--- src/rtl/seq_controller_pkg.sv ---
// Shared definitions for the SEQ stage sequencer: state encoding, status codes,
// stage-enable bit positions and the default reset PC.
package seq_defs;

  typedef enum logic [2:0] {
    S_IDLE      = 3'd0,
    S_FETCH     = 3'd1,
    S_DECODE    = 3'd2,
    S_EXECUTE   = 3'd3,
    S_MEMORY    = 3'd4,
    S_WRITEBACK = 3'd5,
    S_PCUPD     = 3'd6,
    S_HALTED    = 3'd7
  } state_t;

  localparam logic [2:0] STAT_AOK = 3'd1;
  localparam logic [2:0] STAT_HLT = 3'd2;
  localparam logic [2:0] STAT_ADR = 3'd3;
  localparam logic [2:0] STAT_INS = 3'd4;

  localparam int EN_FETCH     = 0;
  localparam int EN_DECODE    = 1;
  localparam int EN_EXECUTE   = 2;
  localparam int EN_MEMORY    = 3;
  localparam int EN_WRITEBACK = 4;
  localparam int EN_PCUPD     = 5;
  localparam int N_STAGES     = 6;

  localparam logic [63:0] RESET_PC_DEFAULT = 64'h0;

  // One-hot enable vector for a state; IDLE and HALTED map to all-zero.
  function automatic logic [N_STAGES-1:0] stage_enables(input state_t s);
    logic [N_STAGES-1:0] en;
    en = '0;
    case (s)
      S_FETCH:     en[EN_FETCH]     = 1'b1;
      S_DECODE:    en[EN_DECODE]    = 1'b1;
      S_EXECUTE:   en[EN_EXECUTE]   = 1'b1;
      S_MEMORY:    en[EN_MEMORY]    = 1'b1;
      S_WRITEBACK: en[EN_WRITEBACK] = 1'b1;
      S_PCUPD:     en[EN_PCUPD]     = 1'b1;
      default:     en = '0;
    endcase
    return en;
  endfunction

endpackage

--- src/rtl/seq_controller_if.sv ---
// Run/step/stop control handshake between a host and the SEQ sequencer,
// plus the machine status the host observes.
interface seq_controller_if #(
  parameter int CNT_W = 32
);
  logic             start;
  logic             step_req;
  logic             stop;
  logic             step_ack;
  logic             running;
  logic [2:0]       stat;
  logic [CNT_W-1:0] instr_count;

  modport master (
    output start, step_req, stop,
    input  step_ack, running, stat, instr_count
  );

  modport slave (
    input  start, step_req, stop,
    output step_ack, running, stat, instr_count
  );
endinterface

--- src/rtl/seq_controller_retire_counter.sv ---
// Wrapping retired-instruction counter with increment and asynchronous clear.
module seq_retire_counter #(
  parameter int CNT_W = 32
) (
  input  logic             clk,
  input  logic             rst,
  input  logic             inc,
  output logic [CNT_W-1:0] count
);

  always_ff @(posedge clk or posedge rst) begin
    if (rst) begin
      count <= '0;
    end else if (inc) begin
      count <= count + 1'b1;
    end
  end

endmodule

--- src/rtl/seq_controller.sv ---
// Y86-64 SEQ stage sequencer: owns PC and status, steps the datapath stages one
// instruction at a time under a run/step/stop handshake.
module seq_controller
  import seq_defs::*;
#(
  parameter logic [63:0] RESET_PC = RESET_PC_DEFAULT,
  parameter int          CNT_W    = 32
) (
  input  logic               clk,
  input  logic               rst,
  seq_controller_if.slave    ctl,
  input  logic [63:0]        newPC,
  input  logic               halt,
  input  logic               imem_error,
  input  logic               invalid_instr,
  input  logic               dmem_error,
  output logic [63:0]        PC,
  output logic               fetch_en,
  output logic               decode_en,
  output logic               execute_en,
  output logic               memory_en,
  output logic               writeback_en,
  output logic               pcupd_en
);

  state_t              state;
  state_t              state_nxt;
  logic                run_mode;
  logic                stop_pend;
  logic                step_ack;
  logic [2:0]          stat;
  logic                fetch_exc;
  logic                retire_inc;
  logic [N_STAGES-1:0] en;

  assign fetch_exc  = imem_error | invalid_instr | halt;
  // A halt retires, so it counts even though PC never advances.
  assign retire_inc = (state == S_PCUPD) ||
                      ((state == S_FETCH) && halt && !imem_error && !invalid_instr);

  always_ff @(posedge clk or posedge rst) begin
    if (rst) begin
      state <= S_IDLE;
    end else begin
      state <= state_nxt;
    end
  end

  always_comb begin
    state_nxt = state;
    case (state)
      S_IDLE:      if (ctl.start || ctl.step_req) state_nxt = S_FETCH;
      S_FETCH:     state_nxt = fetch_exc ? S_HALTED : S_DECODE;
      S_DECODE:    state_nxt = S_EXECUTE;
      S_EXECUTE:   state_nxt = S_MEMORY;
      S_MEMORY:    state_nxt = dmem_error ? S_HALTED : S_WRITEBACK;
      S_WRITEBACK: state_nxt = S_PCUPD;
      S_PCUPD:     state_nxt = (run_mode && !stop_pend) ? S_FETCH : S_IDLE;
      S_HALTED:    state_nxt = S_HALTED;
      default:     state_nxt = S_IDLE;
    endcase
  end

  always_ff @(posedge clk or posedge rst) begin
    if (rst) begin
      PC        <= RESET_PC;
      stat      <= STAT_AOK;
      run_mode  <= 1'b0;
      stop_pend <= 1'b0;
      step_ack  <= 1'b0;
    end else begin
      step_ack <= (state == S_PCUPD) && (state_nxt == S_IDLE) && !run_mode;

      // start wins over step_req when both are present.
      if ((state == S_IDLE) && (ctl.start || ctl.step_req)) begin
        run_mode <= ctl.start;
      end

      if (state_nxt == S_IDLE) begin
        stop_pend <= 1'b0;
      end else if (ctl.stop && (state != S_IDLE) && (state != S_HALTED)) begin
        stop_pend <= 1'b1;
      end

      if (state == S_PCUPD) begin
        PC <= newPC;
      end

      if (state == S_FETCH) begin
        if (imem_error)         stat <= STAT_ADR;
        else if (invalid_instr) stat <= STAT_INS;
        else if (halt)          stat <= STAT_HLT;
      end else if ((state == S_MEMORY) && dmem_error) begin
        stat <= STAT_ADR;
      end
    end
  end

  seq_retire_counter #(
    .CNT_W (CNT_W)
  ) u_retire_counter (
    .clk   (clk),
    .rst   (rst),
    .inc   (retire_inc),
    .count (ctl.instr_count)
  );

  assign en           = stage_enables(state);
  assign fetch_en     = en[EN_FETCH];
  assign decode_en    = en[EN_DECODE];
  assign execute_en   = en[EN_EXECUTE];
  assign memory_en    = en[EN_MEMORY];
  assign writeback_en = en[EN_WRITEBACK];
  assign pcupd_en     = en[EN_PCUPD];

  assign ctl.step_ack = step_ack;
  assign ctl.stat     = stat;
  assign ctl.running  = (state != S_IDLE) && (state != S_HALTED);

endmodule

--- src/flat_wrapper.sv ---
// flat-port wrapper written by rule: the top's interface ports become plain ports
module seq_controller_flat import seq_defs::*;
#(
  parameter logic [63:0] RESET_PC = RESET_PC_DEFAULT,
  parameter int          CNT_W    = 32
)
  (clk, rst, newPC, halt, imem_error, invalid_instr, dmem_error, PC, fetch_en, decode_en, execute_en, memory_en, writeback_en, pcupd_en, ctl_start, ctl_step_req, ctl_stop, ctl_step_ack, ctl_running, ctl_stat, ctl_instr_count);
  seq_controller_if #(.CNT_W(CNT_W)) ctl_i ();
  input  logic clk;
  input  logic rst;
  input  logic [63:0] newPC;
  input  logic halt;
  input  logic imem_error;
  input  logic invalid_instr;
  input  logic dmem_error;
  output logic [63:0] PC;
  output logic fetch_en;
  output logic decode_en;
  output logic execute_en;
  output logic memory_en;
  output logic writeback_en;
  output logic pcupd_en;
  input wire logic [$bits(ctl_i.start)-1:0] ctl_start;
  input wire logic [$bits(ctl_i.step_req)-1:0] ctl_step_req;
  input wire logic [$bits(ctl_i.stop)-1:0] ctl_stop;
  output wire logic [$bits(ctl_i.step_ack)-1:0] ctl_step_ack;
  output wire logic [$bits(ctl_i.running)-1:0] ctl_running;
  output wire logic [$bits(ctl_i.stat)-1:0] ctl_stat;
  output wire logic [$bits(ctl_i.instr_count)-1:0] ctl_instr_count;
  assign ctl_i.start = ctl_start;
  assign ctl_i.step_req = ctl_step_req;
  assign ctl_i.stop = ctl_stop;
  assign ctl_step_ack = ctl_i.step_ack;
  assign ctl_running = ctl_i.running;
  assign ctl_stat = ctl_i.stat;
  assign ctl_instr_count = ctl_i.instr_count;
  seq_controller #(.RESET_PC(RESET_PC), .CNT_W(CNT_W)) u_core (.clk(clk), .rst(rst), .ctl(ctl_i), .newPC(newPC), .halt(halt), .imem_error(imem_error), .invalid_instr(invalid_instr), .dmem_error(dmem_error), .PC(PC), .fetch_en(fetch_en), .decode_en(decode_en), .execute_en(execute_en), .memory_en(memory_en), .writeback_en(writeback_en), .pcupd_en(pcupd_en));
endmodule
--- config.mk ---
export PLATFORM = sky130hd
export DESIGN_NAME = seq_controller_flat
export DESIGN_NICKNAME = d
export VERILOG_FILES = /design/src/rtl/seq_controller_pkg.sv /design/src/rtl/seq_controller_if.sv /design/src/rtl/seq_controller_retire_counter.sv /design/src/rtl/seq_controller.sv /design/src/flat_wrapper.sv
export SDC_FILE = /design/constraint.sdc
export NUM_CORES = 1
export LEC_CHECK = 0
export ABC_AREA = 1
export BUFFER_PORTS_ARGS = -buffer_cell sky130_fd_sc_hd__buf_2
export CAP_MARGIN = 10
export CELL_PAD_IN_SITES_DETAIL_PLACEMENT = 1
export CELL_PAD_IN_SITES_GLOBAL_PLACEMENT = 2
export CORE_ASPECT_RATIO = 1.5
export CORE_MARGIN = 2
export CORE_UTILIZATION = 25
export CTS_CLUSTER_SIZE = 24
export DETAILED_ROUTE_END_ITERATION = 8
export PLACE_DENSITY_LB_ADDON = 0.3
export SETUP_SLACK_MARGIN = 0.2
export SLEW_MARGIN = 15
export SYNTH_ARGS = -nofsm -noshare
export SYNTH_HDL_FRONTEND = slang
export SYNTH_HIERARCHICAL = 1
export SYNTH_SLANG_ARGS = --single-unit
--- constraint.sdc ---
create_clock -name clk -period 1.95 [get_ports clk]
set_input_delay 0.195 -clock clk [delete_from_list [all_inputs] [get_ports clk]]
set_output_delay 0.195 -clock clk [all_outputs]
set_load 0.05 [all_outputs]
==> results.yml, run 1 <==
drt:
  drc: 0
  drt-total-wl_um: 15000
  ant_nets: 0
  first_pass_iters: 4
  wl_per_cell_um: 14.8
  drtIter0Drc: 119
  vias: 4305
  via_per_inst: 4.27
cts:
  clk_pin_slew_worst_paths_ps: 80
  cts.path.max_buffers: 2
  cts_made_buffers: 9
  cts.sinks: 105
  cts_tree: "built"
  h-tree-depth: 3
  cts_root_buf: "clkbuf_16"
  clkLatencyLatePin_ps: 350
global_routing:
  grt_pass1_wl_um: 23600
  antenna_found_initial: 0
  grt_pass1_vias: 4685
  grt_max_degree: 74
  grtUsageTotal: 0.153
  gr-total-overflow: 0
finish:
  antenna_cells: 0
  nFillCells: 2261
  fin_nets: 826
  stdcell_area_um2: 6590
  final_util: 0.357
  syn_to_final_growth_pct: 40.1
  drive_above_1_share: 0.366
synthesis:
  synth_edf_count: 0
  synthesis.area_um2: 4700
  yosys.area.top_type: "dfrtp_1"
  async_flop_share: 1.00
  syn_avg_cell_area_um2: 8.53
  seq_area_frac_synth: 0.559
  synthTopCellsByArea: "dfrtp_1 (55%), nand2_1 (21%), inv_1 (3.4%), nor2_1 (2.7%), buf_6 (2.6%)"
  synth.most_common_cell: "nand2_1"
  synth_top_cell_area_share: 0.553
  synth_seq_cells: 105
  synth_ff_type: "dfrtp_1"
  synth_common_cells: "nand2_1 (267), dfrtp_1 (104), inv_1 (42)"
  yosysUniqueCellTypes: 29
  ys_warn_count: 6
  synthCells: 551
  syn_nets: 625
die:
  io_pins: 180
  chipHeight_um: 172
  die_w_um: 116
  die_area_um2: 19900
  fp.coreArea_um2: 18500
  rows: 61
  initial_utilization: 0.255
sta:
  report.final.slew_viol_count: 0
  setup_viol: 0
  clock.fmax_mhz: 535
  fin_crit_ps: 1870
  rsz0062_at_grt: "yes"
  final.period_utilization: 0.958
  setup_tns_ps: 0
  worst_pin_slew_ps: 700
  maxSlewHeadroom: 0.533
  fin_worst_skew_ps: 5.87
  hold_slack_ps: 37.4
  hold_viol: 0
critical_path:
  cp_slowest_cell: "dfrtp_1"
  critical_path.cell_chain: "buf_4 > buf_4 > buf_4 > nor3_1 > buf_4"
  cp_max_fo: 5
  crit_path_frequent_cell: "buf_4"
  endpoint_kind: "output port"
  cp.arrival_ps: 1670
  max_stage_delay_ps: 390
  cp-start-kind: "register"
  critPathKind: "reg2out"
  worst_ep_required_time_ps: 1750
pwr:
  power.leakage_nw: 3.71
  p_per_area_nw_per_um2: 1760
  vdd_ir_drop_max_v: 0.000639
placement:
  gp_congestion: 0.760
  dpl.hpwl_um: 11200
  placed_cell_area_um2: 5920
  port_buffers: 179
worst_hold_path:
  min_path_type: "in2reg"
outcome:
  status: "finished, final reports clean"
run:
  cap_violations: 0
sequential cells by signal, summed over array words and instances, names as in the netlist:
signal,cells
u_core/ctl.step_ack,1
u_core/run_mode,1
u_core/u_retire_counter/count,32
u_core/state,3
u_core/PC,64
u_core/ctl.stat,3
u_core/stop_pend,1
final timing paths:
kind                                                 from  slack [ps]  cells past startpoint                                            end
worst max-delay path            u_core/state[2]$_DFF_PP0_          80                      5                                     execute_en
worst min-delay path                            newPC[50]          40                      3                      u_core/PC[50]$_DFFE_PP0P_
worst max register to register  u_core/state[2]$_DFF_PP0_         100                     13  u_core/u_retire_counter/count[28]$_DFFE_PP0P_
worst min register to register  u_core/PC[22]$_DFFE_PP0P_         470                      2                      u_core/PC[22]$_DFFE_PP0P_
max in group asynchronous                             rst        1070                      4                 u_core/ctl.stat[0]$_DFFE_PP1P_
min in group asynchronous                             rst         490                      4                      u_core/PC[30]$_DFFE_PP0P_
stage by stage:
step                      setup WS, ps  power [mW]  std cells
after floorplan                   40.0        8.00        551
after CTS                         2.33        11.6       1004
after global routing             -47.9        12.3       1009
after global placement            58.5        9.29        980
after detailed placement         -9.87        9.44        980
final                             81.1        11.6       1009
report_power, final:
part	total (mW)	switching (mW)	internal [mW]
sequential	3.46	0.472	2.99
combinational	6.15	4.66	1.49
clock	1.97	0.842	1.13
cell usage in the layout (no fill, tap or decap), types with 4 or more instances in the layout:
cell       instances
buf_2            173
buf_4             18
buf_6              6
clkbuf_16          9
dfrtp_1          103
inv_1             38
inv_2              4
nand2_1          259
nand2_2            8
nand2_4            7
nand3_1            7
nand3_2            9
nand4_1           13
nor2_1            31
nor2_4            11
xnor2_1            4
xor2_1            12
critical path, delay by kind of cell (launching register included):
family,cells,cell delay [ps]
buffers and inverters,4,660
DFF,1,390
and+or+nand+nor,1,270
area by class of cell:
type / count / area (um^2) / share of cell area
Timing Repair Buffer: 204 / 1170 / 0.177
Tap cell: 252 / 315 / 0.0479
Inverter: 45 / 180 / 0.0274
Clock buffer: 10 / 229 / 0.0348
Multi-Input combinational cell: 387 / 1970 / 0.299
Clock inverter: 6 / 92.6 / 0.0141
Sequential cell: 105 / 2630 / 0.399
routing by layer:
layer  global-route usage  wire (um)  vias up
met5                    0          0        -
met4               0.0569        282        0
met3               0.0273        803       18
met2                0.289       7870      124
met1                0.168       6000     2091
li1                     -          -     2072
repair_timing:
item                                    4_1_cts  5_1_grt
pin swaps                                     5       13
buffers inserted                              6        5
cloned                                        1        0
endpoints found under the setup margin       28       76
endpoints found under the hold margin       104        0
hold buffers                                  1        0
resized for setup                            24       39
cell families after synthesis:
kind of cell,synth area share
buffers and inverters,0.0668
AOI/OAI and AO/OA,0.0101
adders and majority gates,0.00266
DFF,0.559
muxes,0.00239
xor gates and xnor gates,0.0391
and+or+nand+nor,0.320
Note: power is estimated with default switching activity, not from simulation.
==> run 2, diff against run 1 <==
Settings changed: CORE_ASPECT_RATIO 1.5 to unset.
==> run 2 against run 1 <==
Against the previous run:
- first-iteration DRC count grew 14%
- count of clock-buffer cells in the layout is 1 lower
- largest power group unchanged
- combinational power shrank 2%
- clock skew is 3.5 ps higher
- register-to-register slack got worse by 20 ps
- clock power down 5%
- power fell by 1.8%
- via count shrank 1.3%
- global-route usage barely moved
- critical endpoint is now u_core/u_retire_counter/count[30]$_DFFE_PP0P_
- utilization fell by 0.97 points
==> results.yml, run 2 (synthesis results as in run 1) <==
outcome:
  status: "finished, final reports clean"
cts:
  cts.path.max_buffers: 2
  cts_tree: "built"
  cts_made_buffers: 9
  h-tree-depth: 3
  clk_pin_slew_worst_paths_ps: 80
  cts_root_buf: "clkbuf_16"
  clkLatencyLatePin_ps: 360
  cts.sinks: 105
pwr:
  power.leakage_nw: 3.63
  p_per_area_nw_per_um2: 1760
  power_mw: 11.4
  vdd_ir_drop_max_v: 0.000567
die:
  die_w_um: 141
  initial_utilization: 0.253
  chipHeight_um: 141
  die_area_um2: 19900
  fp.coreArea_um2: 18600
  io_pins: 180
  rows: 50
sta:
  fin_crit_ps: 1870
  setup_viol: 0
  hold_viol: 0
  fin_worst_skew_ps: 9.38
  rsz0062_at_grt: "yes"
  clock.fmax_mhz: 534
  final.period_utilization: 0.960
  report.final.slew_viol_count: 0
  hold_slack_ps: 36.4
  worst_pin_slew_ps: 704
  setup_tns_ps: 0
  maxSlewHeadroom: 0.530
global_routing:
  grtUsageTotal: 0.154
  grt_max_degree: 66
  grt_pass1_wl_um: 24000
  antenna_found_initial: 1
  gr-total-overflow: 0
  grt_pass1_vias: 4622
finish:
  stdcell_area_um2: 6450
  largest_register_ffs: 64
  final_cell_count_no_fill: 990
  syn_to_final_growth_pct: 37.1
  nFillCells: 2242
  layout_common_cells: "nand2_1 (261), buf_2 (175), dfrtp_1 (104)"
  largest_register: "u_core/PC"
  final_common_cell: "nand2_1"
  drive_above_1_share: 0.350
  reg.largest.list: "u_core/PC x64, u_core/u_retire_counter/count x32"
  fin_nets: 824
critical_path:
  startpoint: "u_core/state[1]$_DFF_PP0_"
  cp_max_fo: 5
  worst_ep_required_time_ps: 2200
  r2r_slack_ps: 80
  cp.arrival_ps: 2120
  timing.rr.start: "u_core/state[1]$_DFF_PP0_"
  endpoint_kind: "register"
  critPathKind: "reg2reg"
  cp-start-kind: "register"
drt:
  vias: 4250
  wl_per_cell_um: 15.1
  ant_nets: 0
  via_per_inst: 4.29
  drc: 0
  drtIter0Drc: 136
  drt-total-wl_um: 15000
  first_pass_iters: 4
placement:
  gp_congestion: 0.783
  dpl.hpwl_um: 11100
  placed_cell_area_um2: 5960
  place_inst: 968
  port_buffers: 179
run:
  cap_violations: 0
worst_hold_path:
  min_path_type: "in2reg"
  hp-start: "newPC[41]"
==> run 2: metrics by stage <==
stage	utilization	setup WS, ps
floorplan	-	40.0
finish	0.347	78.1
detailed placement	0.321	48.2
global route	0.347	-37.7
CTS	0.341	68.5
global placement	0.321	116
==> run 2: area by class of cell <==
class / count / area (um^2) / share of cell area
Antenna cell: 1 / 2.50 / 0.000388
Tap cell: 234 / 293 / 0.0454
Multi-Input combinational cell: 387 / 1900 / 0.294
Sequential cell: 105 / 2630 / 0.408
Clock inverter: 7 / 77.6 / 0.0120
Clock buffer: 9 / 225 / 0.0349
Timing Repair Buffer: 202 / 1150 / 0.178
Inverter: 45 / 178 / 0.0276
==> run 2: worst paths after layout <==
| path | endpoint | cells past startpoint |
|---|---|---|
| worst min-delay path | u_core/PC[41]$_DFFE_PP0P_ | 3 |
| min in group asynchronous | u_core/u_retire_counter/count[1]$_DFFE_PP0P_ | 3 |
| worst min register to register | u_core/ctl.step_ack$_DFF_PP0_ | 1 |
| worst max-delay path | u_core/u_retire_counter/count[30]$_DFFE_PP0P_ | 10 |
| max in group asynchronous | u_core/PC[32]$_DFFE_PP0P_ | 4 |
| worst max register to register | u_core/u_retire_counter/count[30]$_DFFE_PP0P_ | 10 |
==> run 2: where the power goes <==
part | switching [mW] | total, mW | internal (mW)
logic | 4.63 | 6.03 | 1.41
clock network | 0.875 | 1.88 | 1.01
registers | 0.471 | 3.46 | 2.99
==> run 2: critical path, cell delays in order (launching register included) <==
cell and delay (ps):
dfrtp_1 400, inv_2 70, nand3_2 110, o41ai_4 280
nand2_2 130, nor2_4 150, nand3_4 130, nor2_4 260
nand3_2 90, nand2_1 90, nand2_1 50
==> run 2: metal layers <==
layer	wire (um)	share of wire	GRT usage	vias to the layer above
met5	0	0	0	-
met4	297	0.020	0.0574	0
met3	682	0.046	0.0313	15
met2	7430	0.50	0.263	93
met1	6560	0.44	0.191	2070
li1	-	-	-	2072
==> run 2: repair_timing <==
action	in CTS	in global routing
cloned	1	0
gates resized for setup	12	25
setup buffers	1	2
endpoints found under the setup margin	24	82
hold endpoints to repair	27	0
pin swaps	4	9
hold buffers	1	0
